## src/rtl/nibble_serial_subtractor_pkg.sv

```systemverilog
// Shared types and constants for the nibble-serial subtractor.
package nss_pkg;

  localparam int NIBBLE_W = 4;

  typedef enum logic [1:0] {
    IDLE,
    RUN,
    DONE
  } state_t;

endpackage

```

## src/rtl/nibble_serial_subtractor_lookahead.sv

```systemverilog
// Combinational 4-bit borrow-lookahead subtract stage: d = a - b - bin.
module borrow_lookahead_4
  import nss_pkg::*;
(
  input  logic [NIBBLE_W-1:0] a,
  input  logic [NIBBLE_W-1:0] b,
  input  logic                bin,
  output logic [NIBBLE_W-1:0] d,
  output logic                bout
);

  logic [NIBBLE_W-1:0] p;
  logic [NIBBLE_W-1:0] g;
  logic [NIBBLE_W:0]   br;

  always_comb begin
    p = ~(a ^ b);
    g = ~a & b;

    // Each borrow is flattened to sum-of-products so no stage waits on another.
    br[0] = bin;
    br[1] = g[0] | (p[0] & bin);
    br[2] = g[1] | (p[1] & g[0]) | (p[1] & p[0] & bin);
    br[3] = g[2] | (p[2] & g[1]) | (p[2] & p[1] & g[0])
          | (p[2] & p[1] & p[0] & bin);
    br[4] = g[3] | (p[3] & g[2]) | (p[3] & p[2] & g[1])
          | (p[3] & p[2] & p[1] & g[0]) | (p[3] & p[2] & p[1] & p[0] & bin);

    d    = a ^ b ^ br[NIBBLE_W-1:0];
    bout = br[NIBBLE_W];
  end

endmodule

```

## src/rtl/nibble_serial_subtractor.sv

```systemverilog
// Multi-cycle WIDTH-bit subtractor: one nibble per clock, LSB first, borrow
// registered between nibbles, with valid/ready request and response handshakes.
module nibble_serial_subtractor
  import nss_pkg::*;
#(
  parameter int WIDTH = 16
) (
  input  logic             clk,
  input  logic             rst,
  input  logic             start_valid,
  output logic             start_ready,
  input  logic [WIDTH-1:0] a,
  input  logic [WIDTH-1:0] b,
  input  logic             bin,
  output logic             result_valid,
  input  logic             result_ready,
  output logic [WIDTH-1:0] d,
  output logic             bout,
  output logic             zero,
  output logic             ovf
);

  localparam int NIB   = WIDTH / NIBBLE_W;
  localparam int IDX_W = (NIB > 1) ? $clog2(NIB) : 1;

  state_t state;
  state_t state_next;

  logic [IDX_W-1:0]    idx;
  logic [WIDTH-1:0]    a_reg;
  logic [WIDTH-1:0]    b_reg;
  logic [WIDTH-1:0]    d_reg;
  logic                br;
  logic                bout_reg;
  logic                zero_reg;
  logic                ovf_reg;

  logic [NIBBLE_W-1:0] a_nib;
  logic [NIBBLE_W-1:0] b_nib;
  logic [NIBBLE_W-1:0] d_nib;
  logic                nib_bout;
  logic [WIDTH-1:0]    d_next;
  logic                last;

  // Select the active nibble and build the full difference as it will look after this edge.
  always_comb begin
    a_nib  = '0;
    b_nib  = '0;
    d_next = d_reg;
    for (int unsigned n = 0; n < NIB; n++) begin
      if (idx == IDX_W'(n)) begin
        a_nib = a_reg[n*NIBBLE_W +: NIBBLE_W];
        b_nib = b_reg[n*NIBBLE_W +: NIBBLE_W];
        d_next[n*NIBBLE_W +: NIBBLE_W] = d_nib;
      end
    end
    last = (idx == IDX_W'(NIB - 1));
  end

  borrow_lookahead_4 u_stage (
    .a    (a_nib),
    .b    (b_nib),
    .bin  (br),
    .d    (d_nib),
    .bout (nib_bout)
  );

  always_ff @(posedge clk) begin
    if (rst) begin
      state <= IDLE;
    end else begin
      state <= state_next;
    end
  end

  always_comb begin
    state_next = state;
    case (state)
      IDLE:    if (start_valid)  state_next = RUN;
      RUN:     if (last)         state_next = DONE;
      DONE:    if (result_ready) state_next = IDLE;
      default:                   state_next = IDLE;
    endcase
  end

  always_ff @(posedge clk) begin
    if (rst) begin
      idx      <= '0;
      a_reg    <= '0;
      b_reg    <= '0;
      d_reg    <= '0;
      br       <= 1'b0;
      bout_reg <= 1'b0;
      zero_reg <= 1'b0;
      ovf_reg  <= 1'b0;
    end else begin
      case (state)
        IDLE: begin
          if (start_valid) begin
            a_reg <= a;
            b_reg <= b;
            br    <= bin;
            idx   <= '0;
          end
        end
        RUN: begin
          d_reg <= d_next;
          br    <= nib_bout;
          idx   <= idx + 1'b1;
          if (last) begin
            bout_reg <= nib_bout;
            zero_reg <= (d_next == '0);
            ovf_reg  <= (a_reg[WIDTH-1] != b_reg[WIDTH-1]) &&
                        (d_next[WIDTH-1] != a_reg[WIDTH-1]);
          end
        end
        default: ;
      endcase
    end
  end

  assign start_ready  = (state == IDLE);
  assign result_valid = (state == DONE);
  assign d            = d_reg;
  assign bout         = bout_reg;
  assign zero         = zero_reg;
  assign ovf          = ovf_reg;

endmodule

```

## config.mk

```make
export PLATFORM = sky130hd
export DESIGN_NAME = nibble_serial_subtractor
export DESIGN_NICKNAME = d
export VERILOG_FILES = /design/src/rtl/nibble_serial_subtractor_pkg.sv /design/src/rtl/nibble_serial_subtractor_lookahead.sv /design/src/rtl/nibble_serial_subtractor.sv
export SDC_FILE = /design/constraint.sdc
export NUM_CORES = 1
export LEC_CHECK = 0
export CAP_MARGIN = 20
export CORE_ASPECT_RATIO = 1.2
export CORE_MARGIN = 1.5
export CORE_UTILIZATION = 50
export DETAILED_ROUTE_END_ITERATION = 8
export PLACE_DENSITY = 0.87
export SLEW_MARGIN = 20
export SYNTH_ARGS = -nofsm -noshare
export SYNTH_HDL_FRONTEND = slang
export SYNTH_SLANG_ARGS = --single-unit
```

## constraint.sdc

```tcl
create_clock -name clk -period 3.8 [get_ports clk]
set_input_delay 0.95 -clock clk [delete_from_list [all_inputs] [get_ports clk]]
set_output_delay 0.95 -clock clk [all_outputs]
set_load 0.01 [all_outputs]
```

==> results of run 1 <==
[cell families (layout without fill, tap and decap cells)]
kind of cell             Yosys count  count (layout)  synth area share [%]
buffers and inverters             32              73                  4.95
multiplexers                       3               3                  1.15
flip-flops                        56              56                  43.1
XOR/XNOR                           3               3                  1.30
AND/OR/NAND/NOR                  136             136                  22.6
AO/OA/AOI/OAI                     96              96                  21.8
adder cells (fa/ha/maj)           10              10                  5.10
[layout make-up]
type / count / area [um2]
Clock buffer: 6 / 82.6
Clock inverter: 2 / 15.0
Fill cell: 431 / 1730
Inverter: 7 / 26.3
Multi-Input combinational cell: 248 / 1350
Sequential cell: 56 / 1120
Tap cell: 60 / 75.1
Timing Repair Buffer: 58 / 573
[worst register-to-register path: stages (launching register included)]
cell	delay, ps
dfxtp_1	340
inv_1	100
ha_1	570
nand3b_1	190
a21oi_1	70
a21oi_1	140
nor2_1	70
a21o_1	210
fa_1	440
xnor2_1	450
nand2b_1	130
a211oi_1	250
o2111ai_1	130
a21oi_1	170
[report_power, final]
part	switching, W	total, W	leakage (nW)	internal (W)
Sequential	0.0000219	0.000640	0.458	0.000618
Clock	0.000189	0.000337	0.0434	0.000148
Combinational	0.000149	0.000268	0.664	0.000118
[worst min path at each step]
stage,to,depth (start not counted),slack (ps)
floorplan,a_reg[0]$_SDFFE_PP0P_,2,440
global placement,d[12]$_SDFFE_PP0P_,2,440
detailed placement,d[12]$_SDFFE_PP0P_,2,450
CTS,d[12]$_SDFFE_PP0P_,2,460
global route,d[12]$_SDFFE_PP0P_,2,480
finish,d[12]$_SDFFE_PP0P_,2,460
[Yosys cell counts (all sizes together), types with 3 or more instances]
library cell | number | area [um2]
nand2 | 81 | 304
a21oi | 65 | 325
dfxtp | 56 | 1120
nor2 | 29 | 109
clkbuf | 18 | 67.6
a211oi | 14 | 105
ha | 9 | 113
nand3b | 9 | 67.6
buf | 7 | 35.0
inv | 7 | 26.3
and2 | 5 | 31.3
o21ai | 5 | 28.8
a21o | 3 | 22.5
mux2i | 3 | 30.0
nand2b | 3 | 18.8
[metrics by stage]
step | setup slack [ps] | instance area, um2 | power, W | hold WS [ps]
final | 474 | 3250 | 0.00124 | 457
after global routing | 223 | 3250 | 0.00130 | 479
after CTS | 510 | 3250 | 0.00125 | 461
after floorplan | 896 | 2600 | 0.000824 | 436
after global placement | 724 | 3150 | 0.000910 | 442
after detailed placement | 548 | 3150 | 0.000917 | 447
[metal layers]
| metal | part of all wire (%) | wire length, um | vias up | GRT usage [%] |
|---|---|---|---|---|
| li1 | - | - | 1220 | - |
| met1 | 43 | 2440 | 1101 | 25.5 |
| met2 | 51 | 2950 | 65 | 38.4 |
| met3 | 3.9 | 225 | 15 | 3.70 |
| met4 | 2.1 | 119 | 0 | 8.04 |
| met5 | 0 | 0 | - | 0 |
==> flow_results.org, run 1 <==
** Power and ir drop
- Ratio of total power to cell area :: 383 nW/um2
- The analysis attributes to cell leakage a power of 1.16 nW.
- The worst-case IR drop observed on VDD is about 220 uV.

** Global route
- Pin count of the biggest net entering global routing :: 59
- For this run the aggregate overflow at the end of global routing stands at 0.
- Overall Global Routing Usage :: a little over a fifth
- Number of antenna violations at the first check in global routing :: 0
- The first global-routing pass estimated 9.27 mm of wire.
- Number of global-route vias before repair :: approximately 2,200

** CTS
- Number of hold buffers added after CTS :: 0
- Clock-pin slew was measured on the worst setup and hold paths at ~100 ps.
- In this run the number of H-tree levels came out at 2.
- Number of buffers created by CTS :: 5
- The clock passes through at most 2 buffers.
- Clock network latency to the later pin of the worst-skew pair :: between 300 and 400 ps
- Counting every sink on the clock net gives 56.
- Cell at the root of the clock tree :: clkbuf_8
- Cells resized by post-CTS repair :: 0
- TritonCTS clock tree :: yes
- Number of setup buffers added after CTS :: 0

** Logic synthesis
- Counting flops and latches in the post-synthesis netlist gives 56.
- Averaged over all synthesized cells, the footprint is 7.75 um2.
- Yosys mapped the design onto 35 distinct sky130hd cell types.
- Number of synthesized flops with an enable pin :: 0
- Among all flip-flop cells after synthesis, the most frequent one is dfxtp_1.
- Async set-reset flop share out of synthesis :: 0%
- For this run, the number of Yosys warnings is 0.
- In this run the cell area of the synthesized design comes to about 2600 um2.
- Synthesis handed over a netlist of around 340 instances.
- Synthesized netlist net count :: ~380
- The share of the Yosys chip area taken by registers is between 40% and 50%.

** Floorplanning
- between 50 and 60 I/O pins were placed.
- The core region is approximately 5000 um2.
- The floorplan has 28 rows.
- Horizontal die dimension :: between 60 and 70 um
- Die extent in y :: between 80 and 90 um
- The die covers between 5000 and 6000 um2.
- Initial core utilization :: between 50 and 60%

** Hold path
- The worst hold path belongs to the class reg2reg.
- The startpoint identified for the worst hold timing path is d[12]$_SDFFE_PP0P_.

** Final layout
- Leaving out fill and tap cells, the most frequent cells in the layout are 81 x nand2_1, 65 x a21oi_1, 56 x dfxtp_1, 56 x clkdlybuf4s50_1, 29 x nor2_1.
- The area growth from synthesis to layout is 24.7%.
- The library cell used most frequently in the layout, excluding fill and tap cells, is nand2_1.
- Number of standard cells in the layout, taps in and fillers out :: 437
- The net count of the finished layout is approximately 420.
- Util after Layout :: 65.2%
- Cells with a size suffix above 1 make up under 10% of the layout.
- Antenna Diode Count :: 0

** Route
- For this block, the via count after detailed routing is ~2,400.
- Routed Wire Length :: between 5 and 6 mm
- After detailed routing, the average wire length per cell comes to approximately 13 um.
- For this run, design rule violations remaining after detail routing come to 0.
- Drt via density :: between 5 and 6
- Number of routed nets with antenna violations :: 0
- First DRT Iteration DRCs :: ~140
- The first detailed-routing pass ran for 4 iterations.

** Outcome
- Outcome :: complete, no violations

** Critical path
- Required time of the critical path :: approximately 4000 ps
- Slowest stage delay, CP :: roughly 570 ps
- The critical path crosses 13 cells after its start point.
- The endpoint identified for the worst register-to-register timing path is zero$_SDFFE_PP0P_.
- Crit. End Element :: register
- The worst setup path is of the reg2reg kind.
- Launch instance of the worst register-to-register path :: idx[1]$_SDFFE_PP0P_
- Critical Path Sink :: zero$_SDFFE_PP0P_
- Signal arrival time at the worst endpoint :: 3560 ps
- Largest driver fanout on the critical path :: 20
- The worst register-to-register path has a setup slack of ~470 ps.
- Most frequent cell on the critical path :: a21oi_1
- The critical path starts at idx[1]$_SDFFE_PP0P_.
- Depth of the worst register-to-register path :: 13
- The signal on the critical path passes through inv_1 -> ha_1 -> nand3b_1 -> a21oi_1 -> a21oi_1 -> nor2_1 -> a21o_1 -> fa_1 -> xnor2_1 -> nand2b_1 -> a211oi_1 -> o2111ai_1 -> a21oi_1.
- Buffers and inverters on the worst path :: 1
- Broken down by cell family, the worst path's largest delay share belongs to adder cells.
- The slowest stage of the critical path is the ha_1 cell.
- STA classifies the critical path startpoint as a register.

** Timing
- In this run the tightest slew margin relative to its limit is between 30% and 40%.
- Worst slew pin tran :: 999 ps
- Across the routed clock network, the largest skew measured is 4.45 ps.
- Setup violations remaining at the end of the flow were counted as 0.
- Setup repair after global routing left no endpoint under its margin.
- The final hold violation count was 0.
- Time the worst path needs with I/O delays and setup :: approximately 3300 ps
- Setup total negative slack on the finished layout was measured at 0 ps.
- Final Max Tran Viols :: 0
- Fin crit share :: 87.5%
- Max Clock Freq :: 0.301 GHz

** Place
- Total half-perimeter wirelength after legalization and detailed placement :: about 4 mm
- Port buffering added 57 buffers.
- Final Wtd Congestion :: a little over 0.8
- Including well taps, the total number of placed cells is around 430.

** Flow run
- The tool flagged a number of max-cap violations equal to 0.
Note: power is estimated with default switching activity, not from simulation.
==> run 2: changes to the inputs <==
--- a/config.mk
+++ b/config.mk
@@ -8,9 +8,9 @@
 export CAP_MARGIN = 20
 export CORE_ASPECT_RATIO = 1.2
 export CORE_MARGIN = 1.5
-export CORE_UTILIZATION = 50
+export CORE_UTILIZATION = 54
 export DETAILED_ROUTE_END_ITERATION = 8
-export PLACE_DENSITY = 0.87
+export PLACE_DENSITY = 0.93
 export SLEW_MARGIN = 20
 export SYNTH_ARGS = -nofsm -noshare
 export SYNTH_HDL_FRONTEND = slang
==> constraint.sdc (replaced) <==
create_clock -name clk -period 3.9 [get_ports clk]
set_input_delay 0.975 -clock clk [delete_from_list [all_inputs] [get_ports clk]]
set_output_delay 0.975 -clock clk [all_outputs]
set_load 0.01 [all_outputs]
==> flow_results.org, run 2 (synthesis results as in run 1) <==
** Timing
- RSZ-0062 raised after global routing :: no
- The highest achievable clock rate came to 0.307 GHz (+2.0%).
- Worst slew pin tran :: 1010 ps (+9.73 ps)
- The worst slew margin relative to its limit was 32.8% (-0.65 points).
- The ratio of final minimum period to clock period was 83.7% (-3.9 points).
- Worst Setup Slack, final :: 638 ps (+164 ps)
- The final hold violation count is 0 (unchanged).
- Skew final :: 5.41 ps (+0.959 ps)
- The total setup violations reported at the end of the flow came to 0 (unchanged).
- The tightest hold margin was 463 ps (+6.34 ps).
- The shortest clock period the worst path allows after layout was 3260 ps (-63.9 ps).
- The count of pins over their slew limit is 0 (unchanged).
- Accumulated negative setup slack :: 0 ps (unchanged)

** CTS
- The post-CTS setup-driven buffer insertion count was 0 (unchanged).
- The tree is rooted in a clkbuf_8.
- The number of buffers inserted during clock tree synthesis is 5 (unchanged).
- Clock network latency to the later pin of the worst-skew pair :: 300 ps (about the same)
- TritonCTS clock tree :: yes
- The clock transition at the register clock pins on the worst setup and hold paths after CTS came to 90 ps (about the same).
- The maximum level of the CTS H-tree was 2 (unchanged).
- The number of hold-repair buffers added at the cts stage is 0 (unchanged).
- The largest buffer count on any clock path was 2 (unchanged).
- Cells resized by post-CTS repair :: 0 (unchanged)
- Total clock sinks :: 56 (unchanged)

** Global route
- Global-route wire length before repair :: 9.65 mm (+4.1%)
- Busiest layer in global routing :: met2
- The initial antenna violation count was 0 (unchanged).
- The overall track demand over capacity in global routing was 23.2% (+1.6 points).
- The met1 global-route usage is 28.8% (+3.3 points).
- The pin count of the biggest net entering global routing came to 59 (unchanged).
- The total global routing overflow is 0 (unchanged).
- GR met3 Demand/Resource :: 3.97% (+0.27 points)
- GRT met2 Usage :: 40.7% (+2.3 points)
- The via count of the first global-routing pass came to 2,193 (-0.81%).

** Floorplanning
- The top-level I/O count came to 58 (unchanged).
- Placement Rows :: 27 (-3.6%)
- Full die area :: 5250 um2 (-7.1%)
- The core region area was 4630 um2 (-7.0%).
- Initial core utilization :: 56.2% (+3.9 points)
- Horizontal die dimension :: 66.4 um (-3.6%)
- The vertical die dimension is 79.1 um (-3.6%).

** Final layout
- The library cell used most frequently in the layout, excluding fill and tap cells, is nand2_1.
- In the layout the commonest cells are 81 x nand2_1, 65 x a21oi_1, 56 x dfxtp_1, 56 x clkdlybuf4s50_1, 29 x nor2_1.
- The number of inserted diodes is 0 (unchanged).
- The post-layout net count is 423 (unchanged).
- Relative to the synthesized area, the layout overhead comes to 23.8%.
- The layout cell share with drive strength beyond 1 was 3.19% (-0.52 points).

** Route
- Number of routed nets with antenna violations :: 0 (unchanged)
- Average wire per standard cell :: 13.0 um (-0.56%)
- Drt via density :: 5.51 (+0.31%)
- Routed Wire Length :: 5.66 mm (-1.2%)
- Post-detailed-route DRC marker count :: 0 (unchanged)
- The iteration-0 DRC count of the detailed router was 126 (-11%).
- Detailed-route via count :: 2,392 (-0.37%)
- The first-pass detailed-route iteration total is 4 (unchanged).

** Critical path
- The slowest stage of the critical path is the ha_1 cell.
- The worst setup path is launched from a register.
- Slowest stage delay, CP :: 530 ps (-40 ps)
- Most frequent cell on the critical path :: a21oi_1
- The highest net fanout along the worst path came to 20 (unchanged).
- The data arrival time of the critical path is 3500 ps (-60 ps).
- Crit path max-delay family :: compound AO/OA/AOI/OAI gates
- The required time reported for the critical path endpoint was 4140 ps (+100 ps).
- By startpoint and endpoint, the worst setup path is classified as reg2reg.
- Crit. End Element :: register
- List of cells traversed by the critical path :: inv_1 -> ha_1 -> nand3b_1 -> a21oi_1 -> a21oi_1 -> nor2_1 -> a21o_1 -> fa_1 -> xnor2_1 -> nand2b_1 -> a211oi_1 -> o2111ai_1 -> a21oi_1
- Buffers and inverters on the worst path :: 1 (unchanged)

** Outcome
- Outcome :: complete, no violations

** Power and ir drop
- Worst voltage drop across the vdd grid :: 252 uV (+17%)
- Ratio of total power to cell area :: 364 nW/um2 (-5.0%)
- Leak Pwr :: 1.16 nW (-0.21%)

** Place
- Total half-perimeter wirelength after legalization and detailed placement :: 4.10 mm (-0.45%)
- The count of buffers inserted at the top-level ports was 57 (unchanged).
- The placer's final routability congestion estimate came to 0.884 (+8.7%).
- The post-placement worst setup slack is 731 ps (+182 ps).

** Hold path
- Class of the worst hold path :: reg2reg

** Flow run
- Max-cap viol count :: 0 (unchanged)
## run 2: cell types whose count changed in the layout (fill, tap and decap cells not counted)
cell,before,now
clkbuf_8,6,5
clkinvlp_4,2,0
clkinv_2,0,1
clkbuf_1,0,1
## run 2: worst paths after layout
check | startpoint | to | slack [ps] | cells past startpoint
min reg2reg | a_reg[6]$_SDFFE_PP0P_ | a_reg[6]$_SDFFE_PP0P_ | 460 | 2
max reg2reg | idx[1]$_SDFFE_PP0P_ | zero$_SDFFE_PP0P_ | 640 | 13
min | a_reg[6]$_SDFFE_PP0P_ | a_reg[6]$_SDFFE_PP0P_ | 460 | 2
max | idx[1]$_SDFFE_PP0P_ | zero$_SDFFE_PP0P_ | 640 | 13
## run 2: area by class of cell
cell class / instances / area [um2]
fill: 382 / 1410
tap: 58 / 72.6
clock inverter: 1 / 5.00
sequential: 56 / 1120
timing repair buffer: 58 / 573
inverter: 7 / 26.3
clock buffer: 6 / 72.6
multi-input combinational: 248 / 1350
## run 2: per-layer routing
metal / share of wire, % / up-vias
met2: 52 / 80
met4: 1.6 / 0
met5: 0 / -
met3: 4.5 / 11
met1: 42 / 1084
li1: - / 1217
## run 2: worst min-delay path, stage by stage (launching register included)
cell and delay, ps:
dfxtp_1 320, nand2_1 50, a21oi_1 50
## run 2: metrics by stage
| stage | utilization, % | total power, W | instance area (um2) | instances |
|---|---|---|---|---|
| final | 69.6 | 0.00117 | 3220 | 434 |
| after global routing | 69.6 | 0.00124 | 3220 | 434 |
| after CTS | 69.6 | 0.00118 | 3220 | 434 |
| after detailed placement | 68.0 | 0.000895 | 3150 | 427 |
| after global placement | 68.0 | 0.000885 | 3150 | 427 |
| after floorplan | - | 0.000803 | 2600 | 336 |
## run 2: where the power goes
group          total [W]  internal (W)  switching [W]
registers       0.000623      0.000602      0.0000217
clock network   0.000290      0.000122       0.000168
logic           0.000260      0.000115       0.000145
==> variant 1, RTL diff (settings of run 1) <==
Put one more register stage on the output `ovf`. The value now appears one clock later. The other outputs are not delayed to match.
--- a/src/rtl/nibble_serial_subtractor.sv
+++ b/src/rtl/nibble_serial_subtractor.sv
@@ -124,7 +124,9 @@
   assign d            = d_reg;
   assign bout         = bout_reg;
   assign zero         = zero_reg;
-  assign ovf          = ovf_reg;
+  always_ff @(posedge clk) begin
+    ovf <= ovf_reg;
+  end
 
 endmodule
 
Function: changed (a bounded check fails within 10 cycles, from zero or initial values and one cycle with rst high).
==> variant 1 against run 1 <==
  * Final area is 3.5% higher
  * Setup slack better by 0.11 ns
  * Sequential cell count is 1 higher
  * Area after synthesis is 0.77% higher
  * Wire length is 2.9% higher
  * Power is 17% higher
  * Clock power is 60% higher
  * Synthesized cell count is 0.30% higher
  * Hold slack worse by 0.10 ns
  * Die area is 0.74% higher
  * Final cell count is 2.1% higher
  * Critical path depth stayed put
  * Largest power group unchanged
==> variant 1: results (changes against run 1) <==
** Run status
- The flow ran to the end, and the final reports show no timing, DRC or antenna violations.

** Power and ir drop
- Net switching component of the power :: 0.406 mW (+13%)
- The combinational logic power came to 0.269 mW (about the same).
- Lkg Pwr :: 1.23 nW (+5.8%)
- Max rail drop VDD :: 0.000206 V (-4.3%)
- Internal Pwr Total :: 1.05 mW (+19%)
- The portion of total power attributed to sequential cells was 44.6% (-6.8 points).

** Global routing
- Overall global routing resource usage :: 21.8% (+0.24 points)
- The global-route track usage on met3 came to 6.67% (+3.0 points).
- Met2 track demand over resource in global routing :: 39.0% (+0.67 points)
- Wire length of the first global-routing pass :: 9650 um (+4.0%)
- The via count of the first global-routing pass is 2222 (+0.50%).

** Cells and area
- The proportion of layout cells with a drive suffix above 1 is 5.44% (+1.7 points).
- Non-filler cells, final :: 446 (+2.1%)
- The layout clock buffer count is 14 (+8).
- The count of filler cells inserted in the layout is 420 (-2.6%).
- The buffering overhead was 17.1% (-0.60 points).
- Clock network share of area :: 5.73% (+2.7 points)
- Count of antenna diodes in the layout :: 0 (unchanged)
- Growth of design area from synthesis to finish :: 28.1%
- The sequential share of cell area came to 34.0% (-0.59 points).
- The area used by sequential logic in the layout was 0.00114 mm2 (+1.8%).

** Placed design
- The number of cells in the design after placement is 430 (+0.23%).
- Post-Place Setup Slack :: 0.622 ns (+0.0732 ns)
- Routability-driven placement congestion ratio :: 0.839 (+3.1%)
- Placed cell area :: 0.00317 mm2 (+0.64%)

** Clock network
- Deepest level of the CTS H-tree :: 3 (+1)
- The insertion delay to the later sink of the worst-skew pair came to 0.35 ns (+0.04 ns).
- Clock-pin slew of the registers on the worst-case setup and hold paths :: 0.06 ns (-0.04 ns)
- The sink count of the clock tree is 57 (+1.8%).
- The TritonCTS buffer count was 9 (+4).

** STA
- Worst hold slack across all endpoints :: 0.352 ns (-0.105 ns)
- Clock skew :: 0.00528 ns (+0.000831 ns)
- Transition time at the pin with the least slew margin :: 1.04 ns (+0.0455 ns)
- Min setup slack post-route :: 0.584 ns (+0.110 ns)

** Route
- The vias per cell is 5.43 (-1.2%).
- The total routed wirelength came to 5900 um (+2.9%).

** Yosys
- List of most frequent post-synthesis cells :: sky130_fd_sc_hd__nand2_1, sky130_fd_sc_hd__a21oi_1, sky130_fd_sc_hd__dfxtp_1
- By area the synthesized netlist is led by sky130_fd_sc_hd__dfxtp_1, sky130_fd_sc_hd__a21oi_1, sky130_fd_sc_hd__nand2_1.
- The post-synthesis sequential area ratio was 43.5% (+0.43 points).
- Net count of the mapped netlist :: 384 (+0.26%)

** Worst setup path
- The data arrival time of the critical path came to 3.49 ns (-0.07 ns).
- Delay of the slowest cell on the worst path :: 0.53 ns (-0.04 ns)
[variant 1: cell types whose count changed after synthesis]
cell	delta
sky130_fd_sc_hd__dfxtp_1	+1
[variant 1: logic make-up (layout without fill, tap and decap cells)]
family                   count (synthesis)  in the layout  share of synthesized area [%]
AND/OR/NAND/NOR                        136            136                           22.4
buffers and inverters                   32             81                           4.91
adder cells (fa/ha/maj)                 10             10                           5.06
multiplexers                             3              3                           1.15
AO/OA/AOI/OAI                           96             96                           21.7
XOR/XNOR                                 3              3                           1.29
flip-flops                              57             57                           43.5
[variant 1: final timing paths]
path / start / depth (start not counted) / end
worst max-delay path: idx[1] / 13 / zero
worst min-delay path: ovf_reg / 0 / ovf
worst max register to register: idx[1] / 13 / zero
worst min register to register: ovf_reg / 0 / ovf
[variant 1: routing by layer]
layer | part of all wire [%] | wire length (um)
met5 | 0 | 0
met4 | 1.6 | 94
met2 | 52 | 3070
met1 | 42 | 2470
met3 | 4.5 | 263
==> variant 2, RTL diff (settings of run 1) <==
Without the edit above. `WIDTH`: 16 -> 64.
--- a/src/rtl/nibble_serial_subtractor.sv
+++ b/src/rtl/nibble_serial_subtractor.sv
@@ -3,7 +3,7 @@
 module nibble_serial_subtractor
   import nss_pkg::*;
 #(
-  parameter int WIDTH = 16
+  parameter int WIDTH = 64
 ) (
   input  logic             clk,
   input  logic             rst,
Ports: changed (resized a, b and d); port bits go from 58 to 202. The function was not compared with the original's and may differ.
==> variant 2 against run 1 <==
  * The run now ends with negative setup slack left
  * Power rose to 4.1 times the old value
  * Setup slack got worse by 0.53 ns
  * Non-clock buffer count increased by 224
  * Wire length grew to 5.4 times the old value
  * Utilization is 6.2 points higher
  * Final cell count rose to 4.0 times the old value
  * Global-route usage increased by 8.5 points
  * Sequential cell count grew 146
  * Via count rose to 4.2 times the old value
  * Final area grew to 4.0 times the old value
  * Area after synthesis grew to 3.6 times the old value
  * Hold slack lost 0.0015 ns
  * Critical endpoint is now ovf
  * Largest power group unchanged
==> variant 2: results (changes against run 1) <==
** Clock network
- Library cell used as clock root buffer :: sky130_fd_sc_hd__clkbuf_16
- The TritonCTS buffer count came to 20 (+15).
- The insertion delay to the later sink of the worst-skew pair is 0.50 ns (+0.19 ns).
- The depth of the CTS H-tree came to 1 (-1).
- Maximum buffer depth of the clock tree :: 3 (+1)
- The clock edge transition at the registers on the reported setup and hold paths was 0.07 ns (-0.03 ns).

** Route
- The total DRC errors in the routed layout is 0 (unchanged).
- Number of vias per cell :: 5.84 (+6.4%)
- The count of TritonRoute iterations in the first routing pass is 7 (+3).
- The total routed wirelength is 30900 um (+440%).
- The total number of vias was 10100 (+320%).
- The iteration-0 DRC count of the detailed router was 1061 (+650%).

** STA
- Final setup violation count :: 2 (+2)
- The slew at the pin closest to its max-slew limit was 1.12 ns (+0.118 ns).
- The smallest setup slack after layout is -0.0580 ns (-0.532 ns).
- Clock skew :: 0.0161 ns (+0.0117 ns)
- The total negative slack came to -0.0732 ns (-0.0732 ns).

** Run status
- Status :: finished with violations
- Violations in the final reports :: negative setup slack

** Yosys
- Mean instance size in the synthesized netlist :: 7.49 um2 (-3.3%)
- The number of nets in the synthesized netlist came to 1408 (+270%).
- List of most frequent post-synthesis cells :: sky130_fd_sc_hd__nand2_1, sky130_fd_sc_hd__dfxtp_1, sky130_fd_sc_hd__a21oi_1
- Top post-synthesis cells by area :: sky130_fd_sc_hd__dfxtp_1, sky130_fd_sc_hd__nand2_1, sky130_fd_sc_hd__a21oi_1
- The distinct cell type count of the synthesized netlist is 61 (+74%).
- Post-synthesis sequential area ratio :: 42.7% (-0.38 points)

** Placed design
- The final weighted congestion in routability-driven placement came to 0.979 (+20%).
- HPWL reported at the end of detailed placement :: 21900 um (+430%)
- The number of cells in the design after placement is 1693 (+290%).
- The placement-stage worst setup slack was -0.315 ns (-0.864 ns).
- The total placed instance area was 0.0120 mm2 (+280%).
- The number of I/O port buffers is 201 (+250%).

** Cells and area
- The count of filler cells inserted in the layout came to 1394 (+220%).
- Share of final-layout standard cells stronger than drive strength 1 :: 13.0% (+9.3 points)
- Count of antenna diodes in the layout :: 0 (unchanged)
- The final net count is 1609 (+280%).

** Power and ir drop
- The standby leakage power is 4.80 nW (+310%).
- Max rail drop VDD :: 0.000316 V (+46%)

** Worst setup path
- The kind of cell with the highest combined delay along the critical path is compound AO/OA/AOI/OAI gates.
- Slowest CP cell :: sky130_fd_sc_hd__or3b_4
- Delay of the slowest cell on the worst path :: 0.39 ns (-0.18 ns)
- The largest fanout of any net on the critical path is 9 (-55%).
- CP arrival :: 4.26 ns (+0.70 ns)

** Global routing
- Pin count of the biggest net entering global routing :: 125 (+110%)
- The overall global routing resource usage was 30.0% (+8.5 points).
- The number of antenna violations at the first check in global routing came to 0 (unchanged).
- The via count of the first global-routing pass was 9418 (+330%).
- Wire length of the first global-routing pass :: 48100 um (+420%)

** Min path
- In this run the worst hold path is classified as reg -> reg.
-- variant 2: path summary, 6_finish.rpt --
kind	start	end	slack [ns]	depth (start not counted)
setup / recovery	idx[0]	ovf	-0.06	16
hold / removal	b_reg[51]	b_reg[51]	0.46	2
setup reg to reg	idx[0]	ovf	-0.06	16
hold reg to reg	b_reg[51]	b_reg[51]	0.46	2
-- variant 2: what timing repair did --
action	4_1_cts	5_1_grt
setup endpoints to repair	23	15
hold buffers	0	0
setup buffers	1	2
pin swaps	27	24
resized for setup	46	24
-- variant 2: routing by layer --
layer  up-vias  track usage [%]  share of wire (%)
met1      4707             38.0                 41
met2       543             50.7                 48
met4         0             13.2                3.9
li1       4777                -                  -
met3        90             4.24                7.2
met5         -                0                  0
-- variant 2: area by class of cell --
cell class	instances	area (um2)	share of cell area, %
Sequential cell	202	4050	30.8
Inverter	31	116	0.886
Timing Repair Buffer	282	2680	20.4
Clock inverter	10	131	1.00
Clock buffer	25	561	4.27
Tap cell	252	315	2.40
Multi-Input combinational cell	929	5280	40.2
-- variant 2: kinds of logic (layout without fill, tap and decap cells) --
| group | count (synthesis) | after routing | synth area share [%] |
|---|---|---|---|
| AOI/OAI and AO/OA | 370 | 370 | 24.1 |
| xor gates and xnor gates | 4 | 4 | 0.370 |
| adders and majority gates | 10 | 10 | 1.40 |
| buffers and inverters | 134 | 348 | 5.63 |
| DFF | 202 | 202 | 42.7 |
| muxes | 22 | 22 | 2.36 |
| and+or+nand+nor | 523 | 523 | 23.5 |
-- variant 2: where the power goes --
group | switching, mW | total, mW | internal (mW) | leakage (nW)
logic | 0.423 | 0.795 | 0.373 | 2.81
registers | 0.0593 | 2.26 | 2.20 | 1.65
clock network | 0.843 | 2.10 | 1.25 | 0.342
